$ cat src/rtl/pipeline_stall_ctrl_pkg.sv
// Shared types and constants for the pipeline stall controller: the FSM
// state encoding, the stall vectors driven on `control`, and the bit
// positions of each pipeline stage within that vector.
package pipeline_stall_ctrl_pkg;

    typedef enum logic [1:0] {
        ST_RUN   = 2'd0,
        ST_MULTI = 2'd1,
        ST_FLUSH = 2'd2
    } stall_state_e;

    // Stall vectors. Each one holds a contiguous run of stages starting at PC,
    // so a deeper stall is always numerically larger than a shallower one.
    localparam logic [5:0] STALL_NONE = 6'b000000;
    localparam logic [5:0] STALL_ID   = 6'b000111;
    localparam logic [5:0] STALL_EX   = 6'b001111;
    localparam logic [5:0] STALL_MEM  = 6'b011111;

    // Bit positions within `control`.
    localparam int CTRL_PC  = 0;
    localparam int CTRL_IF  = 1;
    localparam int CTRL_ID  = 2;
    localparam int CTRL_EX  = 3;
    localparam int CTRL_MEM = 4;
    localparam int CTRL_WB  = 5;

    // Overlapping requests resolve to the deeper stall, which is the larger vector.
    function automatic logic [5:0] stall_max(input logic [5:0] a, input logic [5:0] b);
        return (a > b) ? a : b;
    endfunction

endpackage

$ cat src/rtl/stall_perf_counters.sv
// Saturating performance counters for the stall controller: cycles spent
// with any stage held, and the number of exception flushes issued.
// Only instantiated when PIPE_STALL_PERF_EN is defined.
module stall_perf_counters (
    input  logic        clk,
    input  logic        rst,
    input  logic        stall_active,
    input  logic        flush_entry,
    output logic [31:0] stall_cycles,
    output logic [15:0] flush_count
);

    logic [31:0] stall_cycles_q, stall_cycles_d;
    logic [15:0] flush_count_q,  flush_count_d;

    // Next-count: increment on each event, hold once all ones is reached.
    always_comb begin
        stall_cycles_d = stall_cycles_q;
        flush_count_d  = flush_count_q;
        if (stall_active && (stall_cycles_q != 32'hFFFF_FFFF)) begin
            stall_cycles_d = stall_cycles_q + 32'd1;
        end
        if (flush_entry && (flush_count_q != 16'hFFFF)) begin
            flush_count_d = flush_count_q + 16'd1;
        end
    end

    // Counter registers.
    always_ff @(posedge clk or negedge rst) begin
        if (!rst) begin
            stall_cycles_q <= 32'd0;
            flush_count_q  <= 16'd0;
        end else begin
            stall_cycles_q <= stall_cycles_d;
            flush_count_q  <= flush_count_d;
        end
    end

    assign stall_cycles = stall_cycles_q;
    assign flush_count  = flush_count_q;

endmodule

$ cat src/rtl/pipeline_stall_ctrl.sv
// Pipeline stall controller: drives the 6-bit `control` hold vector to every
// stage register, sequences multi-cycle EX ops with a watchdog, and issues
// exception flushes with a redirect PC.
// Optional feature macro: PIPE_STALL_PERF_EN (performance counters).
//
// state    | meaning
// ---------+-----------------------------------------------------------
// ST_RUN   | normal issue; load-use / memory-wait stalls only
// ST_MULTI | EX busy with div/mult; EX and earlier held until done
// ST_FLUSH | flush asserted for FLUSH_CYCLES; all requests ignored
module pipeline_stall_ctrl
    import pipeline_stall_ctrl_pkg::*;
#(
    parameter int MULTI_MAX_CYCLES = 64,
    parameter int FLUSH_CYCLES     = 1
) (
    input  logic        clk,
    input  logic        rst,
    input  logic        stallreq_id,
    input  logic        stallreq_mem,
    input  logic        ex_multi_start,
    input  logic        ex_multi_done,
    input  logic        excp_valid,
    input  logic [31:0] excp_target,
    output logic [5:0]  control,
    output logic        flush,
    output logic [31:0] new_pc,
    output logic        ex_abort,
    output logic        multi_busy,
    output logic        timeout_err,
    output logic [31:0] stall_cycles,
    output logic [15:0] flush_count
);

    // Last watchdog count before expiry, and flush down-counter load value.
    localparam logic [7:0] WD_LAST    = 8'(MULTI_MAX_CYCLES - 1);
    localparam logic [1:0] FLUSH_LOAD = 2'(FLUSH_CYCLES - 1);

    stall_state_e state_q, state_d;
    logic [7:0]   wd_cnt_q, wd_cnt_d;
    logic [1:0]   flush_cnt_q, flush_cnt_d;
    logic         flush_q, flush_d;
    logic [31:0]  new_pc_q, new_pc_d;
    logic         ex_abort_q, ex_abort_d;
    logic         timeout_err_q, timeout_err_d;
    logic [5:0]   control_c;

    // Next-state, watchdog, flush timer and redirect latch.
    always_comb begin
        state_d       = state_q;
        wd_cnt_d      = wd_cnt_q;
        flush_cnt_d   = flush_cnt_q;
        new_pc_d      = new_pc_q;
        ex_abort_d    = 1'b0;
        timeout_err_d = timeout_err_q;
        case (state_q)
            ST_RUN: begin
                if (excp_valid) begin
                    new_pc_d    = excp_target;
                    flush_cnt_d = FLUSH_LOAD;
                    state_d     = ST_FLUSH;
                end else if (ex_multi_start) begin
                    wd_cnt_d = 8'd0;
                    state_d  = ST_MULTI;
                end
            end
            ST_MULTI: begin
                wd_cnt_d = wd_cnt_q + 8'd1;
                if (excp_valid) begin
                    ex_abort_d  = 1'b1;
                    new_pc_d    = excp_target;
                    flush_cnt_d = FLUSH_LOAD;
                    state_d     = ST_FLUSH;
                end else if (ex_multi_done) begin
                    state_d = ST_RUN;
                end else if (wd_cnt_q == WD_LAST) begin
                    timeout_err_d = 1'b1;
                    ex_abort_d    = 1'b1;
                    state_d       = ST_RUN;
                end
            end
            ST_FLUSH: begin
                if (flush_cnt_q == 2'd0) begin
                    state_d = ST_RUN;
                end else begin
                    flush_cnt_d = flush_cnt_q - 2'd1;
                end
            end
            default: begin
                state_d = ST_RUN;
            end
        endcase
        flush_d = (state_d == ST_FLUSH);
    end

    // State, counters and registered outputs.
    always_ff @(posedge clk or negedge rst) begin
        if (!rst) begin
            state_q       <= ST_RUN;
            wd_cnt_q      <= 8'd0;
            flush_cnt_q   <= 2'd0;
            flush_q       <= 1'b0;
            new_pc_q      <= 32'd0;
            ex_abort_q    <= 1'b0;
            timeout_err_q <= 1'b0;
        end else begin
            state_q       <= state_d;
            wd_cnt_q      <= wd_cnt_d;
            flush_cnt_q   <= flush_cnt_d;
            flush_q       <= flush_d;
            new_pc_q      <= new_pc_d;
            ex_abort_q    <= ex_abort_d;
            timeout_err_q <= timeout_err_d;
        end
    end

    // Stall vector: same-cycle from requests; the deepest request wins, nothing held while flushing.
    always_comb begin
        control_c = STALL_NONE;
        if (state_q != ST_FLUSH) begin
            if (stallreq_id) begin
                control_c = stall_max(control_c, STALL_ID);
            end
            if ((state_q == ST_MULTI) && !ex_multi_done) begin
                control_c = stall_max(control_c, STALL_EX);
            end
            if (stallreq_mem) begin
                control_c = stall_max(control_c, STALL_MEM);
            end
        end
    end

    assign control     = control_c;
    assign flush       = flush_q;
    assign new_pc      = new_pc_q;
    assign ex_abort    = ex_abort_q;
    assign multi_busy  = (state_q == ST_MULTI);
    assign timeout_err = timeout_err_q;

`ifdef PIPE_STALL_PERF_EN
    logic flush_entry;

    assign flush_entry = (state_q != ST_FLUSH) && (state_d == ST_FLUSH);

    stall_perf_counters u_perf (
        .clk          (clk),
        .rst          (rst),
        .stall_active (control_c != STALL_NONE),
        .flush_entry  (flush_entry),
        .stall_cycles (stall_cycles),
        .flush_count  (flush_count)
    );
`else
    assign stall_cycles = 32'd0;
    assign flush_count  = 16'd0;
`endif

endmodule
$ cat config.mk
export PLATFORM = sky130hd
export DESIGN_NAME = pipeline_stall_ctrl
export DESIGN_NICKNAME = d
export VERILOG_FILES = /design/src/rtl/pipeline_stall_ctrl_pkg.sv /design/src/rtl/stall_perf_counters.sv /design/src/rtl/pipeline_stall_ctrl.sv
export SDC_FILE = /design/constraint.sdc
export NUM_CORES = 1
export LEC_CHECK = 0
export BUFFER_PORTS_ARGS = -buffer_cell sky130_fd_sc_hd__buf_2
export CAP_MARGIN = 20
export CORE_MARGIN = 10
export CORE_UTILIZATION = 40
export CTS_CLUSTER_SIZE = 40
export DETAILED_ROUTE_END_ITERATION = 7
export GPL_TIMING_DRIVEN = 0
export HOLD_SLACK_MARGIN = 0.02
export PLACE_DENSITY = 0.72
export SYNTH_ARGS = -nofsm -noshare
export SYNTH_HDL_FRONTEND = slang
export SYNTH_SLANG_ARGS = --single-unit
$ cat constraint.sdc
create_clock -name clk -period 3.7 [get_ports clk]
set_input_delay 0.74 -clock clk [delete_from_list [all_inputs] [get_ports clk]]
set_output_delay 0.74 -clock clk [all_outputs]
set_load 0.005 [all_outputs]
=== Yosys cells after proc, flatten, opt, wreduce, memory -nomap -nowiden ===
Cells that the tools add are included.

* Add/sub/neg operators: 2
* Order comparisons: 2
* Eq/ne operators: 9
* Muxes and demuxes: 25
* Bitwise logic cells: 2
* Reductions and logical operators: 11

{| class="wikitable"
|+ Operator list
! cell !! number
|-
| 2-to-1 mux 6 bit || 7
|-
| 2-to-1 mux 2 bit || 8
|-
| 2-to-1 mux 8 bit || 2
|-
| case mux 8 bit (2 select lines) || 1
|-
| adder 8 x 1 -> 8 bit, second input constant || 1
|-
| equality test 8 x 6 -> 1 bit, second input constant || 1
|-
| != test 2 bit, second input constant || 4
|-
| greater-than comparator 6 x 4 -> 1 bit, second input constant || 1
|-
| greater-than comparator 6 x 5 -> 1 bit, second input constant || 1
|-
| case mux 2 bit (3 select lines) || 1
|-
| AND reduction 3 bit || 2
|-
| equality test 2 bit, second input constant || 2
|-
| zero test 2 bit || 2
|-
| 2-to-1 mux 1 bit || 4
|-
| case mux 2 bit (2 select lines) || 1
|-
| AND reduction 4 bit || 1
|-
| nonzero test 2 bit || 2
|-
| 2-to-1 mux 3 bit || 1
|-
| equality test 2 x 1 -> 1 bit, second input constant || 1
|-
| != test 2 x 1 -> 1 bit, second input constant || 1
|-
| inverter 1 bit || 2
|-
| AND reduction 2 bit || 1
|-
| OR reduction 2 bit || 1
|-
| subtractor 2 x 1 -> 2 bit, second input constant || 1
|-
| other kinds (2) || 2
|}

* Register bits after elaboration: 47
* Output and inout bits: 90
* Word-level logic and storage cells: 58

=== Depth between registers and ports, before layout ===
* Depth after elaboration: 10
* Mapped depth: 5

=== Worst setup path after synthesis ===
OpenSTA, ideal clock, no wires.

* Path kind: in2out
* Start point: in ex_multi_done
* End point: out control[1]
* Arrival: 1,404 ps
* Required time: 2,960 ps
* Setup slack: 1,556 ps
* Stages on the path: 4
* Buffers on the path: 1
* Cell sequence: nor2b_1 -> nor3_1 -> o21ai_0 -> buf_4

* Longest elaborated chain between the ends: 8

{| class="wikitable"
|+ RTL lines
! element !! line !! RTL
|-
| start: declaration || pipeline_stall_ctrl.sv:22 || <nowiki>input logic ex_multi_done,</nowiki>
|-
| zero test 1 bit (*) || pipeline_stall_ctrl.sv:124 || <nowiki>if ((state_q == ST_MULTI) && !ex_multi_done) begin</nowiki>
|-
| logical AND 1 bit (*) || pipeline_stall_ctrl.sv:124 ||
|-
| 2-to-1 mux 6 bit (*) || pipeline_stall_ctrl.sv:124 ||
|-
| 2-to-1 mux 6 bit (*) || pipeline_stall_ctrl.sv:120 || <nowiki>if (state_q != ST_FLUSH) begin</nowiki>
|-
| greater-than comparator 6 x 5 -> 1 bit || pipeline_stall_ctrl_pkg.sv:29 || <nowiki>return (a > b) ? a : b;</nowiki>
|-
| 2-to-1 mux 6 bit || pipeline_stall_ctrl_pkg.sv:29 ||
|-
| 2-to-1 mux 6 bit (*) || pipeline_stall_ctrl.sv:127 || <nowiki>if (stallreq_mem) begin</nowiki>
|-
| 2-to-1 mux 6 bit (*) || pipeline_stall_ctrl.sv:120 ||
|-
| end: declaration || pipeline_stall_ctrl.sv:25 || <nowiki>output logic [5:0] control,</nowiki>
|}

Mark *: on every way between the ends. The rest lies on a longest branch, timed or not. The select of a mux whose other input is x is not followed.

=== Worst setup path after layout ===
Ends and elaborated chain as after synthesis.

==> results by group <==
Clock tree
  • Clock latency on the worst-skew pair: 0.29 ns
  • H-tree depth: 2
  • TritonCTS clock tree: yes
  • CTS Hold Bufs: 0
  • Max clock buf depth: 2
  • Setup Fix Bufs, Post-CTS: 0
  • CTS buffer count: 5
  • Root buffer cell: clkbuf_8
  • Sink Count: 47
  • Post-cts resize count: 0
  • CTS clk-pin slew, worst paths: 0.09 ns

STA
  • TNS Setup: 0 ns
  • Slew Viols, Final: 0
  • Hold WS: 0.277 ns
  • Fin crit period: 2.36 ns
  • Crit share post-route: 63.8%
  • Unrepaired setup endpoints after global routing: no
  • Endpoints failing setup: 0
  • Layout Skew: 0.00870 ns
  • Final hold vios: 0
  • Final worst setup slack: 1.34 ns
  • Max Clock Freq: 424 MHz

Power
  • Sw Ratio: 31.1%
  • Leak pwr: 1.80 nW
  • Int Pwr: 1.41 mW
  • Clk network pwr share: 14.8%
  • Max VDD drop: 0.000315 V
  • Switching pwr: 0.635 mW
  • Tot Pwr: 2.04 mW
  • Pwr dens: 628 mW/mm^2
  • Flop pwr share: 42.2%
  • Comb power frac: 43.0%

Synthesis
  • Largest family of logic cells by synthesized area: multiplexers
  • Post-synth EDFFs: 0
  • Adder-Cell Fraction of Synth Area: 1.01%
  • Post-Synth Simple-Gate Area: 7.68%
  • Asr flop ratio synth: 100%
  • Xor-xnor portion of the synthesized cell area: 0%
  • Synth Warn #: 0
  • Prevailing post-synth register cell: dfrtp_1
  • Synth Register Bits: 47
  • Mux share of post-synthesis cell area: 19.4%
  • Synth unique cells: 37
  • Post-synthesis compound-gate area fraction: 5.31%
  • Cell area after synthesis: 0.00247 mm^2
  • Synth Area per Inst: 13.0 um^2
  • Mapped Cells: 191
  • Sequential area share after synthesis: 47.5%

Placement
  • GPL Wtd Cong: 0.711
  • Pre-CTS WS: 1.34 ns
  • Final HPWL DP: 4630 um
  • Port buffer count: 79

Worst setup path
  • R2R setup slack: 2.35 ns
  • Arrival time at the worst endpoint: 1.62 ns
  • Setup CP Type: input port to output pin
  • Worst setup path start: ex_multi_done
  • Startpoint Class: input port
  • Critical path endpoint category: output pin
  • Worst R2R End: wd_cnt_q[6]$_DFFE_PN0P_
  • Reg2Reg Launch Point: state_q[1]$_DFF_PN0_
  • Crit path to: control[1]
  • Max FO, Critical Path: 3
  • R2R cell count: 5
  • Worst Path Required: 2.96 ns

Layout
  • Share of post-route cells with drive strength above 1: 55.7%
  • Ant. Diodes: 0
  • Fill count: 526
  • Register Area: 0.00118 mm^2
  • Area of the multi-input gates: 0.00101 mm^2
  • Final core utilization: 54.6%
  • Layout Area Growth over Synthesis: 31.4%
  • Nets@finish: 367

Floorplan
  • Core area: 0.00596 mm^2
  • Die Y-Extent: 98.7 um
  • Top Ports: 129
  • Die X: 98.7 um
  • Row count: 28
  • Initial Utilization: 41.6%
  • Die ar.: 0.00973 mm^2

Global route
  • Largest net degree at the start of global routing: 48
  • Antenna violations before repair: 0
  • Vias in the first global route: 1,789
  • Global-route wire length before repair: 9200 um
  • GRT overflow: 0
  • Tot GR Track Use: 11.4%

Worst hold path
  • Hold Path Class: input port to asynchronous set/reset pin

Run status
  • Status: completed

Detailed routing
  • DR WL/cell: 14.1 um
  • DRT antenna net count: 0
  • DR vias: 1,649
  • Drt initial violations: 45
  • TritonRoute pass-1 iters: 4
  • DRC: 0
  • Routed WL: 5670 um
  • Via density: 4.10

Run
  • Max-cap viol count: 0
-- area by class of cell --
type | count | share of cell area [%]
well taps | 75 | 2.88
inverters | 4 | 0.462
repair buffers | 80 | 12.8
multi-input cells | 133 | 31.0
clock buffers | 6 | 2.23
clock inverters | 2 | 0.500
flip-flops and latches | 47 | 36.2
plain buffers | 55 | 14.0
-- critical path, cell delays in order --
cell	delay (ns)
buf_2	0.10
nor2b_1	0.19
nor3_1	0.06
o21ai_0	0.26
buf_4	0.16
buf_2	0.10
-- layer usage --
layer	up-vias	GRT usage, %	wire (um)
met5	-	0	0
met4	0	2.43	32
met3	2	5.24	532
met2	85	18.8	2770
met1	742	13.2	2330
li1	820	-	-
-- power groups by stage --
stage	logic (mW)	clock network [mW]	registers [mW]
floorplan	0.532	0	0.875
finish	0.879	0.303	0.861
CTS	0.893	0.314	0.861
global placement	0.870	0	0.850
detailed placement	0.881	0	0.870
global route	0.960	0.338	0.894
-- synth_stat cells (2+ instances only) --
| library cell | n | area (um^2) |
|---|---|---|
| buf_4 | 51 | 383 |
| dfrtp_1 | 47 | 1180 |
| mux2_4 | 29 | 435 |
| o21ai_0 | 12 | 60.1 |
| inv_1 | 4 | 15.0 |
| nand2_1 | 4 | 15.0 |
| buf_12 | 3 | 60.1 |
| mux2_2 | 3 | 33.8 |
| nand4_1 | 3 | 18.8 |
| nor2_1 | 3 | 11.3 |
| a31oi_1 | 2 | 12.5 |
| ha_1 | 2 | 25.0 |
| nand2b_1 | 2 | 12.5 |
| nand3_1 | 2 | 10.0 |
| nor2b_1 | 2 | 12.5 |
-- registers in the layout (all words and copies together) (netlist names) --
signal       flops
state_q          2
flush_cnt_q      2
ex_abort         1
wd_cnt_q         8
flush            1
new_pc          32
timeout_err      1
-- cells by family after synthesis --
kind of cell    after synthesis
fa+ha+maj                     2
buf+inv                      59
flops                        47
compound gates               22
simple gates                 27
mux                          33
other cells                   1
-- cells in the final DEF (no fill, tap or decap), types with 2 or more instances in the layout --
| cell | count |
|---|---|
| nand2b_1 | 2 |
| clkbuf_8 | 5 |
| buf_2 | 79 |
| ha_1 | 2 |
| nand3_1 | 2 |
| nor2b_1 | 2 |
| inv_1 | 4 |
| buf_4 | 51 |
| nand2_1 | 4 |
| nand4_1 | 3 |
| buf_12 | 4 |
| nor2_1 | 3 |
| mux2_4 | 29 |
| mux2_2 | 3 |
| o21ai_0 | 12 |
| dfrtp_1 | 47 |
| a31oi_1 | 2 |
| conb_1 | 49 |
-- how the worst min path moves through the flow --
stage	from	end	slack, ns	depth (start not counted)
3_3_place_gp	timeout_err$_DFFE_PN0P_	timeout_err$_DFFE_PN0P_	0.45	1
6_report	rst	new_pc[7]$_DFFE_PN0P_	0.28	1
4_1_cts	timeout_err$_DFFE_PN0P_	timeout_err$_DFFE_PN0P_	0.48	1
2_1_floorplan	rst	ex_abort$_DFF_PN0_	0.44	0
5_1_grt	rst	new_pc[7]$_DFFE_PN0P_	0.26	1
3_5_place_dp	timeout_err$_DFFE_PN0P_	timeout_err$_DFFE_PN0P_	0.46	1
-- per-stage QoR --
stage,area [um^2],instances
final,3250,402
after global routing,3250,402
after CTS,3230,401
after detailed placement,3140,393
after global placement,3140,393
after floorplan,2660,239
No activity file was read; power rests on OpenSTA's default activity.
